**src/rtl/rect_ctl_pkg.sv**
```systemverilog
// Shared state encoding and default parameters for the falling-rectangle controller.
package rect_ctl_pkg;

    typedef enum logic [1:0] {
        ST_IDLE   = 2'd0,
        ST_FALL   = 2'd1,
        ST_RISE   = 2'd2,
        ST_LANDED = 2'd3
    } rect_state_e;

    localparam int DEF_COORD_W      = 12;
    localparam int DEF_VEL_W        = 12;
    localparam int DEF_SCREEN_H     = 600;
    localparam int DEF_RECT_H       = 48;
    localparam int DEF_FRAME_DIV    = 40000;
    localparam int DEF_G_ACCEL      = 1;
    localparam int DEF_BOUNCE_SHIFT = 0;

endpackage

```
**src/rtl/frame_tick_gen.sv**
```systemverilog
// Physics tick: one-cycle strobe every FRAME_DIV clocks, restartable via clr.
module frame_tick_gen
    import rect_ctl_pkg::*;
#(
    parameter int FRAME_DIV = DEF_FRAME_DIV
) (
    input  logic clk,
    input  logic rst_n,
    input  logic clr,
    output logic tick
);

    localparam int CNT_W = (FRAME_DIV > 2) ? $clog2(FRAME_DIV) : 1;
    localparam logic [CNT_W-1:0] TC = CNT_W'(FRAME_DIV - 1);

    logic [CNT_W-1:0] cnt_q, cnt_d;

    assign tick = (cnt_q == TC);

    always_comb begin
        cnt_d = cnt_q + 1'b1;
        if (clr || tick) begin
            cnt_d = '0;
        end
    end

    always_ff @(posedge clk or negedge rst_n) begin
        if (!rst_n) begin
            cnt_q <= '0;
        end else begin
            cnt_q <= cnt_d;
        end
    end

endmodule

```
**src/rtl/rect_drop_ctl.sv**
```systemverilog
// Rectangle follows the mouse until clicked, then falls under gravity with optional bounce.
//   state     | meaning
//   ST_IDLE   | position tracks mouse, waiting for a click
//   ST_FALL   | accelerating downward each tick
//   ST_RISE   | decelerating upward after a bounce
//   ST_LANDED | resting on the floor until the next click
module rect_drop_ctl
    import rect_ctl_pkg::*;
#(
    parameter int COORD_W      = DEF_COORD_W,
    parameter int VEL_W        = DEF_VEL_W,
    parameter int SCREEN_H     = DEF_SCREEN_H,
    parameter int RECT_H       = DEF_RECT_H,
    parameter int FRAME_DIV    = DEF_FRAME_DIV,
    parameter int G_ACCEL      = DEF_G_ACCEL,
    parameter int BOUNCE_SHIFT = DEF_BOUNCE_SHIFT
) (
    input  logic               clk,
    input  logic               rst_n,
    input  logic [COORD_W-1:0] mouse_xpos,
    input  logic [COORD_W-1:0] mouse_ypos,
    input  logic               mouse_left,
    output logic [COORD_W-1:0] xpos,
    output logic [COORD_W-1:0] ypos,
    output logic               busy,
    output logic               landed
);

    localparam int SUM_W = COORD_W + 1;
    localparam logic [COORD_W-1:0] FLOOR_C = COORD_W'(SCREEN_H - RECT_H);
    localparam logic [VEL_W-1:0]   VEL_MAX = {VEL_W{1'b1}};
    localparam logic [VEL_W-1:0]   G_V     = VEL_W'(G_ACCEL);

    rect_state_e        state_q, state_d;
    logic [COORD_W-1:0] xpos_q, xpos_d, ypos_q, ypos_d;
    logic [VEL_W-1:0]   vel_q, vel_d;
    logic               btn_q;
    logic               busy_q, busy_d, landed_q, landed_d;

    logic               click, tick, tick_clr, hit;
    logic [VEL_W:0]     v_inc;
    logic [VEL_W-1:0]   v_new, v_bnc;
    logic [SUM_W-1:0]   y_sum, y_diff;

    assign click    = mouse_left & ~btn_q;
    assign tick_clr = (state_q == ST_IDLE) || (state_q == ST_LANDED);

    frame_tick_gen #(.FRAME_DIV(FRAME_DIV)) u_tick (
        .clk   (clk),
        .rst_n (rst_n),
        .clr   (tick_clr),
        .tick  (tick)
    );

    // Extra headroom bit keeps the floor compare and the rise underflow free of wrap-around.
    assign v_inc  = {1'b0, vel_q} + {1'b0, G_V};
    assign v_new  = v_inc[VEL_W] ? VEL_MAX : v_inc[VEL_W-1:0];
    assign v_bnc  = v_new >> BOUNCE_SHIFT;
    assign y_sum  = {1'b0, ypos_q} + SUM_W'(v_new);
    assign hit    = (y_sum >= {1'b0, FLOOR_C});
    assign y_diff = {1'b0, ypos_q} - SUM_W'(vel_q);

    always_comb begin
        state_d = state_q;
        xpos_d  = xpos_q;
        ypos_d  = ypos_q;
        vel_d   = vel_q;
        case (state_q)
            ST_IDLE: begin
                xpos_d = mouse_xpos;
                ypos_d = mouse_ypos;
                if (click) begin
                    state_d = ST_FALL;
                    vel_d   = '0;
                end
            end
            ST_FALL: begin
                if (tick) begin
                    if (hit) begin
                        ypos_d = FLOOR_C;
                        if (BOUNCE_SHIFT == 0 || v_bnc == '0) begin
                            state_d = ST_LANDED;
                            vel_d   = '0;
                        end else begin
                            state_d = ST_RISE;
                            vel_d   = v_bnc;
                        end
                    end else begin
                        ypos_d = y_sum[COORD_W-1:0];
                        vel_d  = v_new;
                    end
                end
            end
            ST_RISE: begin
                if (tick) begin
                    ypos_d = y_diff[COORD_W] ? '0 : y_diff[COORD_W-1:0];
                    if (vel_q <= G_V) begin
                        state_d = ST_FALL;
                        vel_d   = '0;
                    end else begin
                        vel_d = vel_q - G_V;
                    end
                end
            end
            ST_LANDED: begin
                if (click) begin
                    state_d = ST_IDLE;
                end
            end
            default: state_d = ST_IDLE;
        endcase
        busy_d   = (state_d == ST_FALL) || (state_d == ST_RISE);
        landed_d = (state_d == ST_LANDED) && (state_q != ST_LANDED);
    end

    always_ff @(posedge clk or negedge rst_n) begin
        if (!rst_n) begin
            state_q  <= ST_IDLE;
            xpos_q   <= '0;
            ypos_q   <= '0;
            vel_q    <= '0;
            btn_q    <= 1'b0;
            busy_q   <= 1'b0;
            landed_q <= 1'b0;
        end else begin
            state_q  <= state_d;
            xpos_q   <= xpos_d;
            ypos_q   <= ypos_d;
            vel_q    <= vel_d;
            btn_q    <= mouse_left;
            busy_q   <= busy_d;
            landed_q <= landed_d;
        end
    end

    assign xpos   = xpos_q;
    assign ypos   = ypos_q;
    assign busy   = busy_q;
    assign landed = landed_q;

endmodule

```
**config.mk**
```make
export PLATFORM = sky130hd
export DESIGN_NAME = rect_drop_ctl
export DESIGN_NICKNAME = d
export VERILOG_FILES = /design/src/rtl/rect_ctl_pkg.sv /design/src/rtl/frame_tick_gen.sv /design/src/rtl/rect_drop_ctl.sv
export SDC_FILE = /design/constraint.sdc
export NUM_CORES = 1
export LEC_CHECK = 0
export ABC_AREA = 1
export CAP_MARGIN = 5
export CORE_MARGIN = 5
export CORE_UTILIZATION = 47
export CTS_CLUSTER_SIZE = 24
export DETAILED_ROUTE_END_ITERATION = 16
export PLACE_DENSITY = 0.74
export SYNTH_ARGS = -nofsm -noshare
export SYNTH_HDL_FRONTEND = slang
export SYNTH_SLANG_ARGS = --single-unit
```
**constraint.sdc**
```tcl
create_clock -name clk -period 9.6 [get_ports clk]
set_clock_uncertainty 0.15 [all_clocks]
set_input_delay 2.88 -clock clk [delete_from_list [all_inputs] [get_ports clk]]
set_output_delay 2.88 -clock clk [all_outputs]
set_load 0.02 [all_outputs]
```
After elaboration in Yosys (flattened, before gate mapping):

Cells that the tools add are included.

* memories kept: 0
* ROM bits: 0
* bits in registers: 57
* RAM bits: 0
* output and inout bits: 26
* latch bits: 0

* divide/modulo/power cells: 0
* shifts and indexed selects: 0
* magnitude comparators: 2
* bitwise gates (word level): 2
* reductions and logical operators: 8
* multiply operators: 0
* equal/unequal tests: 11
* multiplexer cells: 20
* $add $sub $neg: 5

Operators by type and width (count)
* $mux 12: 10
* $pmux 12 s3: 2
* $add 16x1->16 const B: 1
* $eq 16x16->1 const B: 1
* $mux 16: 1
* $add 12x1->13 const B: 1
* $add 12x12->13: 1
* $ge 13x10->1 const B: 1
* $sub 12x12->13: 1
* $le 12x1->1 const B: 1
* $mux 2: 6
* $sub 12x1->12 const B: 1
* $eq 2x2->1 const B: 4
* $pmux 2 s4: 1
* $eq 2x1->1 const B: 2
* $ne 2x1->1 const B: 2
* $ne 2x2->1 const B: 2
* $reduce_and 4->1: 1
* $logic_or 1x1->1: 3
* $reduce_and 3->1: 1
* $reduce_bool 3->1: 1
* $logic_not 2->1: 1
* $and 1x1->1: 1
* $logic_and 1x1->1: 1
* $not 1->1: 1

Logic depth before layout (Yosys ltp):

* depth after elaboration: 9
* gate-level depth with buffers: 31
* depth with buffers taken out: 28

Cells and area by module:

From an unflattened synthesis, not the netlist that was laid out.

* cell total of the unflattened synthesis: 738
* area, all modules: 4862.2 um^2

By module, submodules not included
* rect_drop_ctl: cells an instance 620, area each 3960.0 um^2, seq. area each 1026.0 um^2, times used 1
* frame_tick_gen: cells an instance 118, area each 902.1 um^2, seq. area each 400.4 um^2, times used 1

Worst setup path after synthesis:

OpenSTA, ideal clock, no wires.

* path kind: input-to-reg
* start: input mouse_left
* end: register busy_q (netlist: busy)
* arrival time: 3.627 ns
* data required time: 9.324 ns
* path buffers: 0
* setup time: 0.126 ns
* cell stages on the path: 6
* setup slack: 5.697 ns
* cells stage by stage: inv_1 nor2_1 inv_1 a31oi_1 a31oi_1 ha_1

* cells in the longest elaborated chain, start to end: 5

Ends and longest elaborated chain
* start: declaration: RTL line rect_drop_ctl.sv:22 `input logic mouse_left,`
* $and 1x1->1 (*): RTL line rect_drop_ctl.sv:45 `assign click = mouse_left & ~btn_q;`
* $mux 2, on equally long branches: RTL line rect_drop_ctl.sv:106, rect_drop_ctl.sv:72
* $pmux 2 s4 (*): RTL line rect_drop_ctl.sv:68 `case (state_q)`
* net state_d[0]: RTL line rect_drop_ctl.sv:34 `rect_state_e state_q, state_d;`
* $eq 2x1->1 or $eq 2x2->1 (tied branches): RTL line rect_drop_ctl.sv:112 `busy_d = (state_d == ST_FALL) || (state_d == ST_RISE);`
* $logic_or 1x1->1 (*): RTL line rect_drop_ctl.sv:112
* net busy_d: RTL line rect_drop_ctl.sv:38 `logic busy_q, busy_d, landed_q, landed_d;`
* end signal: assignment: RTL line rect_drop_ctl.sv:131 `busy_q <= busy_d;`
* end: declaration: RTL line rect_drop_ctl.sv:38

The timed path passes the listed nets; every way through them passes the cells marked *.
A chain may end at the register's enable or synchronous reset.

Worst setup path in the final report:

* start: register ypos_q[1] (netlist: ypos[1])
* end: output ypos[1]

RTL lines
* start: declaration: RTL line rect_drop_ctl.sv:35 `logic [COORD_W-1:0] xpos_q, xpos_d, ypos_q, ypos_d;`
* start signal: assignment: RTL line rect_drop_ctl.sv:128 `ypos_q <= ypos_d;`
* end: declaration: RTL line rect_drop_ctl.sv:24 `output logic [COORD_W-1:0] ypos,`

No word-level cell between the ends.

==> flow_metrics.env <==
export IMPL_root_buffer="clkbuf_8"
export IMPL_r2r_setup_slack_ps=5060
export IMPL_synth_top_area_share_pct=29.9
export IMPL_clk_pin_slew_ps=80
export IMPL_worstHoldStart="u_tick.cnt_q[0]$_DFF_PN0_"
export IMPL_num_vias=4729
export IMPL_drive_gt1_share_pct=7.60
export IMPL_path_delay_family="buffers and inverters"
export IMPL_gp_congestion=1.00
export IMPL_most_common_layout_cells="nand2_1, inv_1, nor2_1, dfrtp_1, nand3_1"
export IMPL_drt_total_wl_um=12400
export IMPL_worst_setup_path_start_kind="flop"
export IMPL_worst_setup_path_type="flop to output port"
export IMPL_cts_resized=0
export IMPL_max_freq_mhz=217
export IMPL_grt_pass1_wl_um=21300
export IMPL_post_place_ws_ps=4990
export IMPL_die_y_um=111
export IMPL_hold_path_class="flop to flop"
export IMPL_num_rows=36
export IMPL_maxSlewHeadroom_pct=36.5
export IMPL_required_ps=6570
export IMPL_grt_antenna_before_repair=0
export IMPL_top_layer="met4"
export IMPL_wl_met3_um=870
export IMPL_avgViaCountPerCell=5.20
export IMPL_maxCapViolations=0
export IMPL_ant_nets=0
export IMPL_min_path_cells=1
export IMPL_syn_area_per_cell_um2=6.62
export IMPL_fill_cells=935
export IMPL_worstMarginPinSlew_ps=953
export IMPL_worstPathMaxFanout=6
export IMPL_finalSetupTns_ps=0
export IMPL_place_detailed_hpwl_um=9630
export IMPL_cts_sinks=57
export IMPL_synthToLayoutAreaGrowth_pct=17.6
export IMPL_layout_setup_ws_ps=4990
export IMPL_synthArstFlopShare_pct=100
export IMPL_gr_total_overflow=0
export IMPL_reg2reg_to="busy$_DFF_PN0_"
export IMPL_synth_cell_area_um2=4770
export IMPL_finalSetupViolations=0
export IMPL_drv_slew=0
export IMPL_antenna_cells=0
export IMPL_r2r_cells=21
export IMPL_cts_tree="yes"
export IMPL_met1_length_um=5540
export IMPL_die_x_um=111
export IMPL_cts_setup_buffers=0
export IMPL_synth_cell_type_count=43
export IMPL_first_pass_iters=5
export IMPL_synth_edf_count=0
export IMPL_crit_chain="clkdlybuf4s50_1"
export IMPL_ys_warn_count=0
export IMPL_drc=0
export IMPL_grt_max_degree=58
export IMPL_cts_buffer_depth=2
export IMPL_grt_pass1_vias=4545
export IMPL_endpoint_kind="output port"
export IMPL_core_um2=9820
export IMPL_synth_area_top_cells="dfrtp_1, nand2_1, ha_1"
export IMPL_io_pins=53
export IMPL_die_area_um2=12300
export IMPL_syn_nets=784
export IMPL_min_to="u_tick.cnt_q[0]$_DFF_PN0_"
export IMPL_synthCells=721
export IMPL_cts_hold_fix_buffers=0
export IMPL_status="completed"
export IMPL_ys_seq_area_share_pct=29.9
export IMPL_cp_buffers_inverters=1
export IMPL_wl_met2_um=5650
export IMPL_rsz0062_at_grt="false"
export IMPL_wl_per_cell_um=13.7
export IMPL_crit_slowest_cell="clkdlybuf4s50_1"
export IMPL_cts_made_buffers=9
export IMPL_num_nets_final=834
export IMPL_cts_htree_levels=3
export IMPL_io_buffers=52
export IMPL_reg2reg_from="vel_q[0]$_DFFE_PN0P_"
export IMPL_grt_use_total_pct=20.7
export IMPL_synth_top_cell_by_area="dfrtp_1"
export IMPL_min_period_ps=4610
export IMPL_synth_main_ff_cell="dfrtp_1"
export IMPL_finalHoldViolCount=0
export IMPL_synth_seq_cells=57
export IMPL_initial_core_util_pct=48.6
export IMPL_final_common_cell="nand2_1"
export IMPL_drt_iter0_drc=317
export IMPL_finalCritPeriodShare_pct=48.0
export IMPL_clk_latency_ps=350
export IMPL_worst_endpoint_arrival_ps=1580
export IMPL_cpPeakStageDelay_ps=690
-- worst max-delay path by stage --
stage	start	endpoint	slack, ps	depth (start not counted)
2_1_floorplan	mouse_left	busy$_DFF_PN0_	5700	6
3_3_place_gp	mouse_left	vel_q[2]$_DFFE_PN0P_	5060	9
3_5_place_dp	mouse_left	vel_q[2]$_DFFE_PN0P_	4990	9
4_1_cts	ypos[1]$_DFFE_PN0P_	ypos[1]	4980	1
5_1_grt	vel_q[0]$_DFFE_PN0P_	busy$_DFF_PN0_	4760	21
6_report	ypos[1]$_DFFE_PN0P_	ypos[1]	4990	1
-- Yosys cell counts (2+ instances only) --
cell / instances
a21oi_1: 33
a31oi_1: 3
buf_2: 5
buf_4: 2
buf_6: 4
clkbuf_1: 2
dfrtp_1: 57
fa_1: 2
ha_1: 34
inv_1: 89
inv_2: 5
nand2_1: 249
nand2_2: 11
nand3_1: 52
nand3_2: 5
nand3b_1: 4
nand4_1: 16
nor2_1: 73
nor2_2: 6
nor3_1: 11
o211ai_1: 3
o21ai_0: 20
o21bai_1: 2
or2_2: 5
xnor2_1: 2
xor2_1: 9
-- kinds of logic after synthesis --
logic type,after synthesis,share of synthesized area [%]
buf+inv,109,9.67
simple gates,441,41.0
fa+ha+maj,36,9.75
compound gates,67,7.73
xor+xnor,11,2.02
flops,57,29.9
-- worst register-to-register path, stage by stage, from the launching register on --
cell,delay (ps)
dfrtp_1,500
ha_1,220
nand2_1,120
nor2_2,170
nand2_2,90
nor2_4,110
nand4_1,430
o21ai_0,370
ha_1,370
a21oi_1,240
nand2_1,130
nand3_1,110
nand3_1,80
nand2_1,60
nand3_1,70
nor2_2,530
nand2_1,140
nand2_1,90
nand2_1,50
nand2_1,60
a21oi_1,90
ha_1,270
-- sequential cells by signal, indices dropped and copies added, names as in the netlist --
register and flops:
btn_q 1, busy 1, landed 1, state_q 2
u_tick.cnt_q 16, vel_q 12, xpos 12, ypos 12
-- metal layers --
| metal | global-route usage [%] | vias up |
|---|---|---|
| met5 | 0 | - |
| met4 | 8.46 | 0 |
| met3 | 4.31 | 26 |
| met2 | 33.8 | 172 |
| met1 | 26.6 | 2137 |
| li1 | - | 2394 |
-- final cells by class --
cell class              instances  area, µm²  share of cell area, %
multi-input cells             555       2890                   51.4
inverters                      95        362                   6.44
repair buffers                 53        523                   9.32
well taps                     133        166                   2.96
clock buffers                   9        124                   2.21
clock inverters                 7        125                   2.23
flip-flops and latches         57       1430                   25.4
-- metrics by stage --
| step | utilization [%] | area (µm²) | std cells | hold slack [ps] |
|---|---|---|---|---|
| global route | 57.2 | 5610 | 909 | 327 |
| CTS | 57.2 | 5610 | 909 | 315 |
| global placement | 54.6 | 5360 | 893 | 291 |
| floorplan | - | 4770 | 721 | 275 |
| detailed placement | 54.6 | 5360 | 893 | 306 |
| finish | 57.2 | 5610 | 909 | 309 |
Power is left out: the tool's default activity adds up to more than one toggle a clock period on the data nets, which glitch-free logic cannot reach.
